`src/rtl/blink_pkg.sv`:
```
// Shared definitions for the LED blink and indicator blocks: state encodings,
// parameter legality limits and a counter-width helper.
package blink_pkg;

  typedef enum logic [1:0] {
    ST_IDLE = 2'd0,
    ST_ON   = 2'd1,
    ST_OFF  = 2'd2
  } state_e;

  localparam int MIN_CLK_DIV   = 1;
  localparam int MIN_ON_TICKS  = 1;
  localparam int MIN_OFF_TICKS = 1;
  localparam int MIN_CNT_W     = 1;

  // Width able to hold 0..n-1; never narrower than one bit.
  function automatic int cnt_width(input int n);
    return (n > 1) ? $clog2(n) : 1;
  endfunction

endpackage

```
`src/rtl/tick_gen.sv`:
```
// Prescaler producing a one-cycle tick every CLK_DIV clocks, with a
// synchronous restart that holds the count at zero.
module tick_gen
  import blink_pkg::*;
#(
  parameter int CLK_DIV = 100_000
) (
  input  logic clk,
  input  logic rst,
  input  logic restart,
  output logic tick
);

  localparam int CW = cnt_width(CLK_DIV);
  localparam logic [CW-1:0] LAST = CW'(CLK_DIV - 1);

  logic [CW-1:0] cnt_q;
  logic [CW-1:0] cnt_d;

  if (CLK_DIV < MIN_CLK_DIV) begin : g_bad_clk_div
    $error("tick_gen: CLK_DIV must be >= 1");
  end

  always_comb begin
    cnt_d = cnt_q;
    if (restart || (cnt_q == LAST)) begin
      cnt_d = '0;
    end else begin
      cnt_d = cnt_q + 1'b1;
    end
  end

  always_ff @(posedge clk or posedge rst) begin
    if (rst) begin
      cnt_q <= '0;
    end else begin
      cnt_q <= cnt_d;
    end
  end

  assign tick = (cnt_q == LAST);

endmodule

```
`src/rtl/pulse_blinker.sv`:
```
// Turns single-cycle event strobes into visible LED blinks, one per event,
// queueing events that arrive mid-blink in a saturating pending counter.
module pulse_blinker
  import blink_pkg::*;
#(
  parameter int CLK_DIV   = 100_000,
  parameter int ON_TICKS  = 250,
  parameter int OFF_TICKS = 250,
  parameter int CNT_W     = 4
) (
  input  logic             clk,
  input  logic             rst,
  input  logic             pulse_in,
  input  logic             ovf_clr,
  output logic             led,
  output logic             busy,
  output logic [CNT_W-1:0] pending,
  output logic             overflow
);

  localparam int MAX_TICKS = (ON_TICKS > OFF_TICKS) ? ON_TICKS : OFF_TICKS;
  localparam int PW        = cnt_width(MAX_TICKS);
  localparam logic [PW-1:0]    ON_LAST  = PW'(ON_TICKS - 1);
  localparam logic [PW-1:0]    OFF_LAST = PW'(OFF_TICKS - 1);
  localparam logic [CNT_W-1:0] PEND_MAX = '1;

  if (ON_TICKS < MIN_ON_TICKS) begin : g_bad_on_ticks
    $error("pulse_blinker: ON_TICKS must be >= 1");
  end
  if (OFF_TICKS < MIN_OFF_TICKS) begin : g_bad_off_ticks
    $error("pulse_blinker: OFF_TICKS must be >= 1");
  end
  if (CNT_W < MIN_CNT_W) begin : g_bad_cnt_w
    $error("pulse_blinker: CNT_W must be >= 1");
  end

  state_e           state_q, state_d;
  logic [PW-1:0]    phase_q, phase_d;
  logic [CNT_W-1:0] pending_q, pending_d;
  logic             overflow_q, overflow_d;
  logic             led_q, led_d;
  logic             busy_q, busy_d;

  logic tick;
  logic start_cond;
  logic start;
  logic inc;
  logic dec;
  logic at_max;
  logic ovf_set;

  // Prescaler sits at zero while idle so the first tick lands CLK_DIV
  // cycles into the blink; afterwards it free-runs across ON/OFF.
  tick_gen #(
    .CLK_DIV (CLK_DIV)
  ) u_tick_gen (
    .clk     (clk),
    .rst     (rst),
    .restart (state_q == ST_IDLE),
    .tick    (tick)
  );

  assign start_cond = pulse_in | (pending_q != '0);

  always_comb begin
    state_d = state_q;
    phase_d = phase_q;
    start   = 1'b0;
    case (state_q)
      ST_IDLE: begin
        phase_d = '0;
        if (start_cond) begin
          state_d = ST_ON;
          start   = 1'b1;
        end
      end
      ST_ON: begin
        if (tick) begin
          if (phase_q == ON_LAST) begin
            state_d = ST_OFF;
            phase_d = '0;
          end else begin
            phase_d = phase_q + 1'b1;
          end
        end
      end
      ST_OFF: begin
        if (tick) begin
          if (phase_q == OFF_LAST) begin
            phase_d = '0;
            if (start_cond) begin
              state_d = ST_ON;
              start   = 1'b1;
            end else begin
              state_d = ST_IDLE;
            end
          end else begin
            phase_d = phase_q + 1'b1;
          end
        end
      end
      default: begin
        state_d = ST_IDLE;
        phase_d = '0;
      end
    endcase
  end

  // A start prefers the live strobe over the queue, so a strobe that
  // coincides with a start leaves the queue untouched.
  always_comb begin
    inc        = pulse_in & ~start;
    dec        = start & ~pulse_in;
    at_max     = (pending_q == PEND_MAX);
    ovf_set    = inc & at_max;
    pending_d  = pending_q;
    if (inc && !at_max) begin
      pending_d = pending_q + 1'b1;
    end else if (dec) begin
      pending_d = pending_q - 1'b1;
    end
    overflow_d = ovf_set | (overflow_q & ~ovf_clr);
    led_d      = (state_d == ST_ON);
    busy_d     = (state_d != ST_IDLE);
  end

  always_ff @(posedge clk or posedge rst) begin
    if (rst) begin
      state_q    <= ST_IDLE;
      phase_q    <= '0;
      pending_q  <= '0;
      overflow_q <= 1'b0;
      led_q      <= 1'b0;
      busy_q     <= 1'b0;
    end else begin
      state_q    <= state_d;
      phase_q    <= phase_d;
      pending_q  <= pending_d;
      overflow_q <= overflow_d;
      led_q      <= led_d;
      busy_q     <= busy_d;
    end
  end

  assign led      = led_q;
  assign busy     = busy_q;
  assign pending  = pending_q;
  assign overflow = overflow_q;

endmodule

```
`config.mk`:
```
export PLATFORM = sky130hd
export DESIGN_NAME = pulse_blinker
export DESIGN_NICKNAME = d
export VERILOG_FILES = /design/src/rtl/blink_pkg.sv /design/src/rtl/tick_gen.sv /design/src/rtl/pulse_blinker.sv
export SDC_FILE = /design/constraint.sdc
export NUM_CORES = 1
export LEC_CHECK = 0
export BUFFER_PORTS_ARGS = -buffer_cell sky130_fd_sc_hd__buf_2
export CORE_MARGIN = 2
export CORE_UTILIZATION = 65
export CTS_BUF_LIST = sky130_fd_sc_hd__clkbuf_4 sky130_fd_sc_hd__clkbuf_8
export DETAILED_ROUTE_END_ITERATION = 12
export PLACE_DENSITY = 0.84
export RECOVER_POWER = 25
export SLEW_MARGIN = 25
export SYNTH_ARGS = -nofsm -noshare
export SYNTH_HDL_FRONTEND = slang
export SYNTH_SLANG_ARGS = --single-unit
export TNS_END_PERCENT = 50
```
`constraint.sdc`:
```
create_clock -name clk -period 6.3 [get_ports clk]
set_input_delay 0.945 -clock clk [delete_from_list [all_inputs] [get_ports clk]]
set_output_delay 0.945 -clock clk [all_outputs]
set_load 0.05 [all_outputs]
```
### Word level (Yosys, flattened, before mapping)

Index checks and enable logic that the tools add are counted.

| cells by class | value |
|---|---|
| add/subtract/negate cells | 4 |
| reductions and logical operators | 8 |
| muxes and demuxes | 17 |
| bitwise logic cells | 9 |
| equality and inequality tests | 7 |

Operators with widths:

| cell | count |
|---|---|
| 8-bit two-way mux | 3 |
| 17-bit by 1-bit adder with 17-bit output, second input constant | 1 |
| 17-bit == test, second input constant | 1 |
| 17-bit two-way mux | 1 |
| 2-bit two-way mux | 5 |
| 8-bit by 1-bit adder with 8-bit output, second input constant | 1 |
| 8-bit == test, second input constant | 1 |
| 4-bit two-way mux | 2 |
| 2-bit case mux with 3 select lines | 1 |
| 4-bit by 1-bit adder with 4-bit output, second input constant | 1 |
| 1-bit bitwise AND | 4 |
| 2-bit by 1-bit == test with 1-bit output, second input constant | 2 |
| 4-bit == test, second input constant | 1 |
| 1-bit two-way mux | 4 |
| 2-bit nonzero test | 2 |
| 4-bit nonzero test | 1 |
| 4-bit by 1-bit subtractor with 4-bit output, second input constant | 1 |
| 1-bit NOT | 3 |
| 2-bit == test, second input constant | 1 |
| 2-bit logical NOT | 1 |
| 2-bit by 1-bit != test with 1-bit output, second input constant | 1 |
| 1-bit OR | 2 |
| 1-bit case mux with 2 select lines | 1 |
| 2-bit OR reduction | 1 |
| other kinds (3) | 3 |

| storage, ports and cells | value |
|---|---|
| logic and storage cells | 52 |
| output and inout port bits | 7 |
| bits of input ports | 4 |
| register bits after elaboration | 34 |

### Logic depth before layout (Yosys ltp)

| logic depth | value |
|---|---|
| depth in word-level cells | 10 |
| mapped depth | 13 |
| depth with buffers taken out | 13 |

### By module

Synthesis repeated with hierarchy kept, for this count alone.

| second synthesis, totals | value |
|---|---|
| cells, all modules | 194 |
| area, all modules | 1956.9 um^2 |

Modules (own cells, without submodules):

| module | seq. area each (um^2) | area each (um^2) | cells each | instances |
|---|---|---|---|---|
| pulse_blinker | 425.4 | 1079.8 | 104 | 1 |
| tick_gen | 425.4 | 877.1 | 90 | 1 |

### Worst setup path before layout

No wires, ideal clock.

| path | value |
|---|---|
| path type | register to register |
| from | register pending_q[1] (netlist: pending[1]) |
| to | register pending_q[3] (netlist: pending[3]) |
| path slack | 3.445 ns |
| data required time | 6.177 ns |
| arrival | 2.733 ns |
| period minus slack after synthesis | 2.855 ns |
| library setup time | 0.123 ns |
| cell stages (with the launch flop) | 12 |
| path buffers | 0 |
| cells stage by stage | dfrtp_1 or4_4 nor2_2 or3_1 nand3_1 ha_1 a21o_1 a21oi_1 nand3_1 o21ai_0 nand2_1 o221a_2 |

| on the way | value |
|---|---|
| cells in the longest elaborated chain, start to end | 10 |
| elaborated cells on any way between the ends | 17 |
| classes of those cells | 2 x add/sub; 1 x eq/ne; 6 x mux; 4 x bitwise; 4 x reduce/logical |

Ends and longest elaborated chain:

| element | RTL line | RTL |
|---|---|---|
| start, declared | pulse_blinker.sv:39 | `logic [CNT_W-1:0] pending_q, pending_d;` |
| start signal, assigned | pulse_blinker.sv:138 | `pending_q <= pending_d;` |
| 4-bit nonzero test | pulse_blinker.sv:63 | `assign start_cond = pulse_in \| (pending_q != '0);` |
| 1-bit OR | pulse_blinker.sv:63 |  |
| 1-bit two-way mux | pulse_blinker.sv:72, pulse_blinker.sv:91 |  |
| 1-bit two-way mux | pulse_blinker.sv:89 | `if (phase_q == OFF_LAST) begin` |
| 1-bit two-way mux | pulse_blinker.sv:88 | `if (tick) begin` |
| 1-bit case mux with 2 select lines | pulse_blinker.sv:69 | `case (state_q)` |
| 1-bit NOT | pulse_blinker.sv:112 | `inc = pulse_in & ~start;` |
| 1-bit bitwise AND | pulse_blinker.sv:112 |  |
| 1-bit logical AND | pulse_blinker.sv:117 | `if (inc && !at_max) begin` |
| 4-bit two-way mux or 2-bit nonzero test (tied branches) | - |  |

Several ways; a longest one is shown, not always the timed one. The select of a mux whose other input is x is not followed.
A chain may end at the register's enable or synchronous reset.

### Final worst setup path

| path | value |
|---|---|
| from | register u_tick_gen.cnt_q[0] |
| to | register pending_q[3] (netlist: pending[3]) |

| on the way | value |
|---|---|
| cells in the longest elaborated chain, start to end | 7 |
| elaborated cells on any way between the ends | 9 |
| classes of those cells | 1 x eq/ne; 3 x mux; 3 x bitwise; 2 x reduce/logical |

Ends and longest elaborated chain:

| element | RTL line | RTL |
|---|---|---|
| start, declared | tick_gen.sv:17 | `logic [CW-1:0] cnt_q;` |
| start signal, assigned | tick_gen.sv:37 | `cnt_q <= cnt_d;` |
| 17-bit == test * | tick_gen.sv:41 | `assign tick = (cnt_q == LAST);` |
| 1-bit two-way mux * | pulse_blinker.sv:88 |  |
| 1-bit case mux with 2 select lines * | pulse_blinker.sv:69 |  |
| 1-bit NOT | pulse_blinker.sv:112 |  |
| 1-bit bitwise AND | pulse_blinker.sv:112 |  |
| 1-bit logical AND | pulse_blinker.sv:117 |  |
| 4-bit two-way mux or 2-bit nonzero test (tied branches) | - |  |

Mark *: on every way between the ends. The rest lies on a longest branch, timed or not.

==> run_results.csv <==
group,metric,value,unit
run_status,outcome,"finished clean",
clocking,clock-root-buffer,"clkbuf_4",
routing,drt-total-wl,3710,um
power,powerDensity,255,nW/um^2
clocking,hold_buffers,0,
global_route,grt_pass1_vias,1531,
routing,drt_iter0_drc,70,
placement,gp_congestion,0.875,
worst_setup_path,critPathKind,"reg -> reg",
floorplan,core,2810,um^2
clocking,htree_levels,2,
synth,ys_seq_area_frac,0.438,
routing,top_layer_used,"met4",
synth,netlist_area,1940,um^2
finish,drive_gt1_frac,0.140,
placement,postPlaceCellArea,2030,um^2
placement,hpwl,2690,um
routing,via_per_inst,6.09,
placement,preCtsSetupSlack,2.93,ns
worst_setup_path,critPathMaxFanout,16,
worst_setup_path,crit_arrival,3.65,ns
global_route,grt-ovfl-total,0,
clocking,cts_inserted_buffers,5,
floorplan,chipWidth,58.7,um
timing,finalCritPeriodShare,0.541,
timing,relSlewSlack,0.296,
finish,diodes,0,
run,drv_cap,0,
worst_setup_path,critPathTopFamily,"simple AND/OR/NAND/NOR gates",
finish,fillCellCount,216,
routing,vias,1542,
synth,synthesis.nets,220,
timing,max_freq,293,MHz
synth,synth-main-ff-cell,"dfrtp_1",
worst_setup_path,path_cells,"ha_1, and4_1, nand4_1, or3_1, nand3_1, ha_1, a21o_1, a21oi_1, nand3_1, o21ai_0, nand2_1, o221a_2",
timing,setup_ws,2.89,ns
synth,synth_edf_count,0,
routing,drc,0,
floorplan,start_util,0.693,
timing,setup_viol,0,
floorplan,die_area,3450,um^2
synth,yosys_warnings,0,
routing,first_pass_iters,4,
worst_setup_path,max_stage_delay,0.57,ns
floorplan,std_cell_rows,19,
timing,worst_pin_slew,1.06,ns
power,power_leakage,0.961,nW
routing,met1_length,1690,um
power,peakVddDrop,0.265,mV
finish,syn_to_final_growth,7.40,%
worst_setup_path,critPathLaunchType,"flip-flop",
worst_hold_path,min_from,"u_tick_gen.cnt_q[0]",
routing,avgRoutedWirePerCell,14.7,um
worst_hold_path,hp-class,"reg -> reg",
clocking,cts_tree,"done",
synth,netlist_instances,206,
clocking,cts.sinks,34,
finish,layout.nets,235,
worst_setup_path,endpoint_kind,"flip-flop",
global_route,grt_antenna_before_repair,0,
global_route,grt_pass1_wl,6410,um
synth,synth-seq-cells,34,
global_route,track_usage,0.249,
floorplan,io_pins,11,
timing,fin_tns_setup,0,ns
worst_setup_path,crit_required,6.54,ns
clocking,post-cts-setup-buffer-count,0,
worst_setup_path,reg2reg_slack,2.89,ns
timing,fin_skew,0.00569,ns
synth,async_flop_share,1.00,
routing,met2_length,1840,um
clocking,cts_resized,0,
worst_setup_path,rr_startpoint,"u_tick_gen.cnt_q[0]",
timing,rsz0062_at_grt,"no",
clocking,clockBufferDepth,2,
worst_setup_path,crit_buf_inv,0,
synth,ys_types,44,
timing,slew_violations,0,
finish,fin_area,2090,um^2
timing,hold_viol,0,
global_route,grt_max_degree,21,
placement,port_buffers,10,
floorplan,die_h,58.7,um
routing,ant_nets,0,
worst_hold_path,hold_end,"u_tick_gen.cnt_q[0]",
worst_setup_path,slowest_stage,"or3_1",
timing,min_period,3.41,ns
routing,met3_length,119,um
worst_hold_path,whs_path_depth,1,
worst_setup_path,ff2ff_path_depth,12,
worst_setup_path,worstReg2RegEnd,"pending[3]",
synth,synth.avg_cell_area,9.44,um^2
clocking,clk_latency,0.34,ns
clocking,cts.clk_slew.worst_paths,0.10,ns
==> power by group <==
group	switching [mW]	total (mW)	internal, mW
logic	0.0914	0.147	0.0556
registers	0.0228	0.254	0.231
clock network	0.0727	0.131	0.0583
==> metal layers <==
layer  global-route usage  up-vias
li1                     -      758
met1                0.298      746
met2                0.425       30
met3               0.0681        8
met4               0.0974        0
met5                    0        -
==> worst register-to-register path, delay by kind of cell (launching register included) <==
family | cells | cell delay, ns
AOI/OAI and AO/OA | 4 | 0.62
adders and majority gates | 2 | 0.51
DFF | 1 | 0.39
and+or+nand+nor | 6 | 1.78
==> sequential cells by signal, indices dropped and copies added, names as in the netlist <==
register          cells
busy                  1
pending               4
overflow              1
u_tick_gen.cnt_q     17
state_q               2
led                   1
phase_q               8
==> worst max path at each step <==
stage	startpoint	cells past startpoint	to
floorplan	pending[1]	11	pending[3]
global placement	u_tick_gen.cnt_q[0]	12	pending[3]
detailed placement	u_tick_gen.cnt_q[0]	12	pending[3]
CTS	u_tick_gen.cnt_q[0]	12	pending[3]
global route	u_tick_gen.cnt_q[0]	12	pending[3]
finish	u_tick_gen.cnt_q[0]	12	pending[3]
==> cell families after synthesis <==
family,after synthesis,share of synthesized area
and+or+nand+nor,96,0.263
AOI/OAI and AO/OA,34,0.118
DFF,34,0.438
xor gates and xnor gates,16,0.0721
buffers and inverters,14,0.0277
adders and majority gates,10,0.0682
muxes,2,0.0135
==> cell usage after synthesis, types with 2 or more instances <==
| master | instances | area share |
|---|---|---|
| a21oi_1 | 10 | 0.026 |
| clkbuf_1 | 2 | 0.0039 |
| nand4_1 | 4 | 0.013 |
| xnor2_1 | 4 | 0.018 |
| a311oi_1 | 2 | 0.0090 |
| nor2b_1 | 2 | 0.0064 |
| dfrtp_1 | 34 | 0.44 |
| o21ai_1 | 2 | 0.0051 |
| inv_1 | 11 | 0.021 |
| o211ai_1 | 2 | 0.0077 |
| nand3_1 | 13 | 0.033 |
| ha_1 | 9 | 0.058 |
| nor3_1 | 6 | 0.015 |
| and4_1 | 2 | 0.0090 |
| and3_1 | 4 | 0.013 |
| o21ai_0 | 7 | 0.018 |
| a21o_1 | 2 | 0.0077 |
| nor2_2 | 2 | 0.0064 |
| nor2_1 | 30 | 0.058 |
| a31oi_1 | 2 | 0.0064 |
| xor2_1 | 12 | 0.054 |
| nand3b_1 | 2 | 0.0077 |
| and4bb_2 | 2 | 0.013 |
| nand2_1 | 17 | 0.033 |
| or3_1 | 4 | 0.013 |
==> final cells by class <==
| class | count | area [um^2] | share of cell area |
|---|---|---|---|
| Inverter | 11 | 41.3 | 0.0198 |
| Clock inverter | 1 | 5.00 | 0.00240 |
| Timing Repair Buffer | 11 | 53.8 | 0.0258 |
| Clock buffer | 7 | 58.8 | 0.0282 |
| Multi-Input combinational cell | 158 | 1040 | 0.498 |
| Tap cell | 31 | 38.8 | 0.0186 |
| Sequential cell | 34 | 851 | 0.407 |
==> cell usage in the layout (no fill, tap or decap), types with 7 or more instances in the layout <==
master	instances
o21ai_0	7
nor2_1	30
xor2_1	12
dfrtp_1	34
buf_2	10
ha_1	9
a21oi_1	10
nand2_1	17
nand3_1	13
inv_1	11
==> per-stage QoR <==
step	cells	power (mW)	hold WS, ns	util
after CTS	253	0.535	0.488	0.746
after global placement	245	0.399	0.459	0.723
after global routing	253	0.558	0.517	0.744
after detailed placement	245	0.406	0.474	0.723
after floorplan	206	0.373	0.448	-
final	253	0.532	0.485	0.744
Power figures use the tool's default switching activity.
